### config.mk
export PLATFORM = sky130hd
export DESIGN_NAME = facto_master_flat
export DESIGN_NICKNAME = d
export VERILOG_FILES = /design/src/rtl/facto_pkg.sv /design/src/rtl/facto_master_if.sv /design/src/rtl/facto_bus_drv.sv /design/src/rtl/facto_master.sv /design/src/flat_wrapper.sv
export SDC_FILE = /design/constraint.sdc
export NUM_CORES = 1
export LEC_CHECK = 0
export ABC_AREA = 0
export CORE_MARGIN = 10
export CORE_UTILIZATION = 47
export CTS_BUF_LIST = sky130_fd_sc_hd__clkbuf_8
export DETAILED_ROUTE_END_ITERATION = 10
export GPL_ROUTABILITY_DRIVEN = 1
export PLACE_DENSITY = 0.88
export SETUP_SLACK_MARGIN = 0.02
export SYNTH_ARGS = -nofsm -noshare
export SYNTH_HDL_FRONTEND = slang
export SYNTH_SLANG_ARGS = --single-unit
export TNS_END_PERCENT = 1
### constraint.sdc
create_clock -name clk -period 10.6 [get_ports clk]
set_input_delay 2.12 -clock clk [delete_from_list [all_inputs] [get_ports clk]]
set_output_delay 2.12 -clock clk [all_outputs]
set_load 0.02 [all_outputs]
### src/rtl/facto_pkg.sv
// FactoCore register map, sequencer state encoding and shared defaults.
package facto_pkg;
    localparam int DATA_W = 64;
    localparam int ADDR_W = 16;

    localparam logic [ADDR_W-1:0] OFS_OPSTART  = 16'h0000;
    localparam logic [ADDR_W-1:0] OFS_OPCLEAR  = 16'h0008;
    localparam logic [ADDR_W-1:0] OFS_INTREN   = 16'h0018;
    localparam logic [ADDR_W-1:0] OFS_OPERAND  = 16'h0020;
    localparam logic [ADDR_W-1:0] OFS_RESULT_H = 16'h0028;
    localparam logic [ADDR_W-1:0] OFS_RESULT_L = 16'h0030;

    localparam int TIMEOUT_CYCLES_DEF = 4096;

    typedef enum logic [3:0] {
        ST_IDLE,
        ST_CLR1,
        ST_CLR0,
        ST_WOPND,
        ST_WIEN,
        ST_WSTART,
        ST_WAIT,
        ST_RDH,
        ST_RDL,
        ST_RESP,
        ST_TCLR1,
        ST_TCLR0
    } state_t;
endpackage

### src/rtl/facto_master_if.sv
// Client request/response channel plus the FactoCore slave bus.
// rsp_timeout exists only when FACTO_MASTER_TIMEOUT_EN is defined.
interface facto_master_if;
    import facto_pkg::*;

    logic              req_valid;
    logic              req_ready;
    logic [DATA_W-1:0] req_operand;
    logic              rsp_valid;
    logic              rsp_ready;
    logic [DATA_W-1:0] rsp_result_h;
    logic [DATA_W-1:0] rsp_result_l;
    logic              busy;
`ifdef FACTO_MASTER_TIMEOUT_EN
    logic              rsp_timeout;
`endif
    logic              m_sel;
    logic              m_wr;
    logic [ADDR_W-1:0] m_addr;
    logic [DATA_W-1:0] m_dout;
    logic [DATA_W-1:0] m_din;
    logic              interrupt;

    modport master (
        input  req_valid, req_operand, rsp_ready, m_din, interrupt,
        output req_ready, rsp_valid, rsp_result_h, rsp_result_l, busy,
`ifdef FACTO_MASTER_TIMEOUT_EN
        output rsp_timeout,
`endif
        output m_sel, m_wr, m_addr, m_dout
    );

    modport slave (
        output req_valid, req_operand, rsp_ready, m_din, interrupt,
        input  req_ready, rsp_valid, rsp_result_h, rsp_result_l, busy,
`ifdef FACTO_MASTER_TIMEOUT_EN
        input  rsp_timeout,
`endif
        input  m_sel, m_wr, m_addr, m_dout
    );
endinterface

### src/rtl/facto_bus_drv.sv
// Registered bus issuer: decodes the state being entered into one FactoCore
// bus cycle so the bus pins line up with the sequencer state register.
module facto_bus_drv
    import facto_pkg::*;
#(
    parameter logic [ADDR_W-1:0] BASE_ADDR = 16'h7000
) (
    input  logic              clk,
    input  logic              reset,
    input  state_t            state,
    input  logic [DATA_W-1:0] operand,
    output logic              sel,
    output logic              wr,
    output logic [ADDR_W-1:0] addr,
    output logic [DATA_W-1:0] dout
);
    logic              sel_d;
    logic              wr_d;
    logic [ADDR_W-1:0] ofs_d;
    logic [DATA_W-1:0] dout_d;

    always_comb begin
        sel_d  = 1'b0;
        wr_d   = 1'b0;
        ofs_d  = '0;
        dout_d = '0;
        case (state)
            ST_CLR1, ST_TCLR1: begin sel_d = 1'b1; wr_d = 1'b1; ofs_d = OFS_OPCLEAR; dout_d = DATA_W'(1); end
            ST_CLR0, ST_TCLR0: begin sel_d = 1'b1; wr_d = 1'b1; ofs_d = OFS_OPCLEAR; end
            ST_WOPND:  begin sel_d = 1'b1; wr_d = 1'b1; ofs_d = OFS_OPERAND; dout_d = operand; end
            ST_WIEN:   begin sel_d = 1'b1; wr_d = 1'b1; ofs_d = OFS_INTREN;  dout_d = DATA_W'(1); end
            ST_WSTART: begin sel_d = 1'b1; wr_d = 1'b1; ofs_d = OFS_OPSTART; dout_d = DATA_W'(1); end
            ST_RDH:    begin sel_d = 1'b1; ofs_d = OFS_RESULT_H; end
            ST_RDL:    begin sel_d = 1'b1; ofs_d = OFS_RESULT_L; end
            default:   ;
        endcase
    end

    always_ff @(posedge clk or posedge reset) begin
        if (reset) begin
            sel  <= 1'b0;
            wr   <= 1'b0;
            addr <= '0;
            dout <= '0;
        end else begin
            sel  <= sel_d;
            wr   <= wr_d;
            addr <= sel_d ? (BASE_ADDR + ofs_d) : '0;
            dout <= dout_d;
        end
    end
endmodule

### src/rtl/facto_master.sv
// FactoCore bus master: runs clear/operand/enable/start, waits for the
// interrupt, reads the 128-bit result back. Optional WAIT timeout with abort
// is compiled in by FACTO_MASTER_TIMEOUT_EN.
module facto_master
    import facto_pkg::*;
#(
    parameter logic [ADDR_W-1:0] BASE_ADDR      = 16'h7000,
    parameter int                TIMEOUT_CYCLES = TIMEOUT_CYCLES_DEF
) (
    input  logic           clk,
    input  logic           reset,
    facto_master_if.master bus
);
    state_t            state;
    state_t            state_nxt;
    logic [DATA_W-1:0] operand_q;
    logic [DATA_W-1:0] result_h;
    logic [DATA_W-1:0] result_l;
    logic              rsp_valid_q;

    if (TIMEOUT_CYCLES < 1) begin : g_timeout_check
        $error("facto_master: TIMEOUT_CYCLES must be at least 1");
    end

`ifdef FACTO_MASTER_TIMEOUT_EN
    logic [31:0] wait_cnt;
    logic        timeout_q;
`endif

    always_comb begin
        state_nxt = state;
        case (state)
            ST_IDLE:   if (bus.req_valid) state_nxt = ST_CLR1;
            ST_CLR1:   state_nxt = ST_CLR0;
            ST_CLR0:   state_nxt = ST_WOPND;
            ST_WOPND:  state_nxt = ST_WIEN;
            ST_WIEN:   state_nxt = ST_WSTART;
            ST_WSTART: state_nxt = ST_WAIT;
            ST_WAIT: begin
                if (bus.interrupt) state_nxt = ST_RDH;
`ifdef FACTO_MASTER_TIMEOUT_EN
                else if (wait_cnt == 32'(TIMEOUT_CYCLES - 1)) state_nxt = ST_TCLR1;
`endif
            end
            ST_RDH:    state_nxt = ST_RDL;
            ST_RDL:    state_nxt = ST_RESP;
            ST_TCLR1:  state_nxt = ST_TCLR0;
            ST_TCLR0:  state_nxt = ST_RESP;
            ST_RESP:   if (bus.rsp_ready) state_nxt = ST_IDLE;
            default:   state_nxt = ST_IDLE;
        endcase
    end

    // Slave reads are combinational, so m_din is captured on the edge ending RDH/RDL.
    always_ff @(posedge clk or posedge reset) begin
        if (reset) begin
            state       <= ST_IDLE;
            operand_q   <= '0;
            result_h    <= '0;
            result_l    <= '0;
            rsp_valid_q <= 1'b0;
        end else begin
            state       <= state_nxt;
            rsp_valid_q <= (state_nxt == ST_RESP);
            if (state == ST_IDLE && bus.req_valid) operand_q <= bus.req_operand;
            if (state == ST_RDH) result_h <= bus.m_din;
            if (state == ST_RDL) result_l <= bus.m_din;
`ifdef FACTO_MASTER_TIMEOUT_EN
            if (state == ST_TCLR1) begin
                result_h <= '0;
                result_l <= '0;
            end
`endif
        end
    end

`ifdef FACTO_MASTER_TIMEOUT_EN
    always_ff @(posedge clk or posedge reset) begin
        if (reset) begin
            wait_cnt  <= '0;
            timeout_q <= 1'b0;
        end else begin
            wait_cnt <= (state == ST_WAIT) ? wait_cnt + 32'd1 : 32'd0;
            if (state == ST_TCLR0) timeout_q <= 1'b1;
            else if (state == ST_RESP && bus.rsp_ready) timeout_q <= 1'b0;
        end
    end

    assign bus.rsp_timeout = timeout_q;
`endif

    facto_bus_drv #(
        .BASE_ADDR (BASE_ADDR)
    ) u_bus_drv (
        .clk     (clk),
        .reset   (reset),
        .state   (state_nxt),
        .operand (operand_q),
        .sel     (bus.m_sel),
        .wr      (bus.m_wr),
        .addr    (bus.m_addr),
        .dout    (bus.m_dout)
    );

    assign bus.req_ready    = (state == ST_IDLE);
    assign bus.busy         = (state != ST_IDLE);
    assign bus.rsp_valid    = rsp_valid_q;
    assign bus.rsp_result_h = result_h;
    assign bus.rsp_result_l = result_l;
endmodule

### src/flat_wrapper.sv
// flat-port wrapper written by rule: the top's interface ports become plain ports
module facto_master_flat import facto_pkg::*;
#(
    parameter logic [ADDR_W-1:0] BASE_ADDR      = 16'h7000,
    parameter int                TIMEOUT_CYCLES = TIMEOUT_CYCLES_DEF
)
  (clk, reset, bus_req_valid, bus_req_operand, bus_rsp_ready, bus_m_din, bus_interrupt, bus_req_ready, bus_rsp_valid, bus_rsp_result_h, bus_rsp_result_l, bus_busy, bus_m_sel, bus_m_wr, bus_m_addr, bus_m_dout);
  facto_master_if bus_i ();
  input  logic clk;
  input  logic reset;
  input wire logic [$bits(bus_i.req_valid)-1:0] bus_req_valid;
  input wire logic [$bits(bus_i.req_operand)-1:0] bus_req_operand;
  input wire logic [$bits(bus_i.rsp_ready)-1:0] bus_rsp_ready;
  input wire logic [$bits(bus_i.m_din)-1:0] bus_m_din;
  input wire logic [$bits(bus_i.interrupt)-1:0] bus_interrupt;
  output wire logic [$bits(bus_i.req_ready)-1:0] bus_req_ready;
  output wire logic [$bits(bus_i.rsp_valid)-1:0] bus_rsp_valid;
  output wire logic [$bits(bus_i.rsp_result_h)-1:0] bus_rsp_result_h;
  output wire logic [$bits(bus_i.rsp_result_l)-1:0] bus_rsp_result_l;
  output wire logic [$bits(bus_i.busy)-1:0] bus_busy;
  output wire logic [$bits(bus_i.m_sel)-1:0] bus_m_sel;
  output wire logic [$bits(bus_i.m_wr)-1:0] bus_m_wr;
  output wire logic [$bits(bus_i.m_addr)-1:0] bus_m_addr;
  output wire logic [$bits(bus_i.m_dout)-1:0] bus_m_dout;
  assign bus_i.req_valid = bus_req_valid;
  assign bus_i.req_operand = bus_req_operand;
  assign bus_i.rsp_ready = bus_rsp_ready;
  assign bus_i.m_din = bus_m_din;
  assign bus_i.interrupt = bus_interrupt;
  assign bus_req_ready = bus_i.req_ready;
  assign bus_rsp_valid = bus_i.rsp_valid;
  assign bus_rsp_result_h = bus_i.rsp_result_h;
  assign bus_rsp_result_l = bus_i.rsp_result_l;
  assign bus_busy = bus_i.busy;
  assign bus_m_sel = bus_i.m_sel;
  assign bus_m_wr = bus_i.m_wr;
  assign bus_m_addr = bus_i.m_addr;
  assign bus_m_dout = bus_i.m_dout;
  facto_master #(.BASE_ADDR(BASE_ADDR), .TIMEOUT_CYCLES(TIMEOUT_CYCLES)) u_core (.clk(clk), .reset(reset), .bus(bus_i));
endmodule
# == After elaboration in Yosys (flattened, before gate mapping) ==
# Index checks and enable logic that the tools add are counted.
# classes
n_addsub,1
n_eq_ne,21
mux,9
n_reduce_logical,8
# op_table
cell,count
case mux 64 bit (2 select lines),1
case mux 4 bit (11 select lines),1
== test 4 bit (second input constant),8
case mux 6 bit (5 select lines),1
== test 4 x 3 -> 1 bit (second input constant),7
adder 15 x 16 -> 16 bit (first input constant),1
== test 4 x 2 -> 1 bit (second input constant),4
two-way mux 16 bit,1
two-way mux 4 bit,3
OR reduction 9 bit,1
== test 4 x 1 -> 1 bit (second input constant),2
OR reduction 4 bit,2
OR reduction 7 bit,1
zero test 4 bit,1
nonzero test 4 bit,1
two-way mux 1 bit,2
OR reduction 2 bit,1
logical AND 1 bit,1
# word_totals
reg_bits,279
wordCells,48

# == Longest topological paths before layout ==
# logic_depth
word_depth,8
mapped_depth,6
depth_no_buf,4

# == By module ==
# Synthesis repeated with hierarchy kept, for this count alone.
# unflattened
cells_unflattened,613
area_unflattened_um2,9875.7
# modules_own_cells
mod,n_inst,cells_per_inst,area_each_um2
facto_master,1,436,7464.7
facto_bus_drv,1,177,2411.1

# == Worst setup path after synthesis ==
# OpenSTA, ideal clock, no wires.
# synth_path
path_kind,reg-to-output
from,reg u_core.state[3]
to,out bus_busy
arrival_time_ns,1.238
required_ns,8.480
setup_slack_ns,7.242
path_stages_with_launch,5
path_buffers,1
cell_sequence,dfrtp_1 > buf_2 > or2_4 > nor3_4 > inv_1
# synth_via
elab_chain_cells,1
# synth_lines
element,line,text
"start, declared",facto_master.sv:14,state_t state;
"start signal, assigned",facto_master.sv:63,state <= state_nxt;
nonzero test 4 bit,facto_master.sv:106,assign bus.busy = (state != ST_IDLE);
"end, declared",flat_wrapper.sv:20,output wire logic [$bits(bus_i.busy)-1:0] bus_busy;
# Every way passes these cells.

# == Final worst setup path ==
# layout_path
from,reg u_core.state[3]
to,out bus_req_ready
# layout_via
elab_chain_cells,1
# layout_lines
element,line,text
zero test 4 bit,facto_master.sv:105,assign bus.req_ready = (state == ST_IDLE);
"end, declared",flat_wrapper.sv:16,output wire logic [$bits(bus_i.req_ready)-1:0] bus_req_ready;
# Every way passes these cells.

==> summary.txt <==
Outcome
  – Status: complete, no violations

Placed design
  – Post-Place Cells: 1,202
  – Routability congestion estimate from global placement: approximately 0.82
  – DP Worst Slack: ~6200 ps
  – Placed Area: about 0.014 mm2
  – Port Buffers: 335
  – Post-DP HPWL: roughly 19,000 um

Worst hold path
  – Hold path start: u_core.operand_q[57]
  – Hold EP: u_core.u_bus_drv.dout[57]
  – Hold depth: 1
  – Path type of the worst min-delay path: flip-flop to flip-flop

Synth
  – Sequential area share after synthesis: between 60 and 70%
  – Yosys warns: 0
  – Synthesized flop and latch total: approximately 270
  – Cell count after synthesis: 623
  – Syn avg cell area: approximately 16 um2
  – Netlist cell types: 33
  – Mapped Area: 0.01006 mm2

Pwr
  – Peak VDD IR: roughly 0.15 mV
  – Leak Pwr: about 6.5 nW
  – P per Cell Area: between 300 and 400 mW/mm2
  – Total power: 4.636 mW

Clock network
  – Post-CTS Setup Inserts: 0
  – H-tree Lvls: 2
  – Clock Path Buffers: 3
  – Post-CTS sizing: 0
  – TritonCTS Sinks: roughly 270
  – Reg clk slew, reported paths: 60 ps
  – Worst skew pair latency: approximately 520 ps
  – CTS Buf Count: 44
  – Root buffer cell: clkbuf_8
  – CTS tree: yes
  – Hold-fix buffer count after cts: 0

Global route
  – Gr usage total: 18.38%
  – Initial antenna violation count: 2
  – Pin count of the biggest net entering global routing: approximately 130
  – First-pass GRT wire length: ~40,000 um
  – Vias in the first global route: 6,855
  – GRT Residual Overflow: 0

Critical path
  – Worst reg2reg setup slack: ~8000 ps
  – Setup CP Type: flip-flop to primary output
  – R2R Path Start: u_core.state[3]
  – Crit path launch type: flip-flop
  – WP data arrival: 2290 ps
  – RR Endpoint: u_core.operand_q[60]
  – Worst endpoint required time: approximately 8500 ps
  – Worst Reg-to-Reg Cells: 5
  – Worst Setup End Kind: primary output
  – Crit Path Max Fanout: 17

STA
  – Peak Freq: roughly 230 MHz
  – Final Hold Fails: 0
  – Setup_tns: 0 ps
  – Final WS setup: approximately 6200 ps
  – Worst-Margin Slew: between 1000 and 1500 ps
  – Final period demand of the worst path: about 4400 ps
  – Skew final: between 15 and 20 ps
  – Period utilisation layout: 41.59%
  – Slew Limit Fails: 0
  – Final setup fails: 0
  – RSZ-0062 raised after global routing: false
  – Slew HR: 26.51%
  – Hold slack: between 400 and 500 ps

Finish
  – Most frequent cells in the layout: 335 x clkdlybuf4s50_1, 266 x dfrtp_1, 132 x mux2_2
  – Design Area, Final: 0.01447 mm2
  – Commonest non-fill, non-tap cell in the layout: clkdlybuf4s50_1
  – P&R area growth vs syn: 43.90%
  – # diodes: 0
  – Layout Cells excl Fill: 1,280
  – Share of layout cells above drive strength 1: around a quarter
  – Final nets: 1,106
  – Final core occ: a little under 70%

Detailed routing
  – DRC: 0
  – TritonRoute pass-1 iters: 4
  – Via Count: between 6,000 and 7,000
  – Final ANT Viol Nets: 0
  – Drt initial violations: between 200 and 300
  – Via/cell ratio: 4.867
  – Drt total wl: 26,130 um
  – WL per Instance: between 20 and 25 um

Floorplan
  – IO Pins: 346
  – Die extent in y: 166.3 um
  – Die area: approximately 0.028 mm2
  – Row cnt: 53
  – Die width: between 150 and 200 um
  – Starting Density: 47.85%
  – Core Box Area: between 0.02 and 0.025 mm2

Run
  – Max-cap violation count: 0
## worst max-delay path by stage
stage,slack (ps),end,cells after the start,startpoint
after floorplan,1150,u_core.bus.rsp_result_h[0],1,reset
after global placement,6240,u_core.bus.rsp_result_l[24],3,reset
after detailed placement,6210,u_core.bus.rsp_result_l[24],3,reset
after CTS,6150,bus_req_ready,3,u_core.state[3]
after global routing,6070,bus_req_ready,3,u_core.state[3]
final,6190,bus_req_ready,3,u_core.state[3]
## power by group
| group | switching [mW] | internal (mW) | leakage (nW) |
|---|---|---|---|
| combinational | 0.911 | 1.09 | 2.75 |
| clock | 0.384 | 0.515 | 0.524 |
| sequential | 0.260 | 1.47 | 3.28 |
## critical path: stages (launching register included)
cell,delay [ps]
dfrtp_1,550
or2_4,370
nor3_4,200
clkdlybuf4s50_1,650
## sequential cells by signal, indices dropped and copies added, names as in the netlist
register,count
u_core.u_bus_drv.dout,64
u_core.bus.rsp_result_h,64
u_core.u_bus_drv.wr,1
u_core.state,4
u_core.u_bus_drv.addr,4
u_core.bus.rsp_result_l,64
u_core.operand_q,64
u_core.bus.rsp_valid,1
## cells by family (layout without fill, tap and decap cells)
kind of cell    after synthesis  count (layout)  synth area share (%)
mux                         192             192                 23.73
other cells                   1              10               0.03728
compound gates               23              23                 1.381
xor+xnor                      1               1               0.08709
flops                       266             266                 66.18
simple gates                 91              91                 5.486
buf+inv                      49             422                 3.097
## synthesized netlist by cell type
| master | n | area, um2 |
|---|---|---|
| a211oi_1 | 2 | 15.01 |
| nor3b_1 | 1 | 7.510 |
| dfrtp_1 | 266 | 6656 |
| mux2_2 | 132 | 1486 |
| and2_1 | 63 | 394.1 |
| nor3_1 | 2 | 10.01 |
| nand2_4 | 1 | 11.26 |
| a31oi_1 | 2 | 12.51 |
| and2b_1 | 1 | 7.510 |
| a21oi_1 | 9 | 45.04 |
| nand2b_1 | 3 | 18.77 |
| o31ai_1 | 1 | 7.510 |
| a221oi_1 | 2 | 17.52 |
| nor3_4 | 1 | 16.27 |
| buf_4 | 19 | 142.6 |
| buf_1 | 1 | 3.750 |
| buf_6 | 6 | 67.56 |
| conb_1 | 1 | 3.750 |
| o211ai_1 | 1 | 7.510 |
| or2_4 | 1 | 8.760 |
| nor2_1 | 10 | 37.54 |
| xor2_1 | 1 | 8.760 |
| nand2_1 | 4 | 15.01 |
| o21ai_0 | 4 | 20.02 |
| inv_1 | 4 | 15.01 |
| a21o_1 | 1 | 7.510 |
| clkbuf_1 | 10 | 37.54 |
| nand3_1 | 1 | 5.000 |
| mux2_4 | 60 | 900.9 |
| o22ai_1 | 1 | 6.260 |
| nand3b_1 | 1 | 7.510 |
| nor2b_1 | 2 | 12.51 |
| buf_2 | 9 | 45.04 |
## routing by layer
| metal | vias up | track usage, % | part of all wire, % | routed length [um] |
|---|---|---|---|---|
| met2 | 285 | 29.56 | 48 | 12410 |
| met3 | 39 | 8.495 | 10 | 2630 |
| met4 | 2 | 5.651 | 2.0 | 528 |
| li1 | 2811 | - | - | - |
| met5 | - | 0 | 0.050 | 13 |
| met1 | 3093 | 21.58 | 40 | 10540 |
## cell type report
class | instances | area (um2)
Fill cell | 1395 | 6548
Sequential cell | 266 | 6656
Clock inverter | 16 | 65.06
Tap cell | 275 | 344.1
Timing Repair Buffer | 340 | 3391
Multi-Input combinational cell | 317 | 3142
Clock buffer | 62 | 853.3
Inverter | 4 | 22.52
Power figures use the tool's default switching activity.
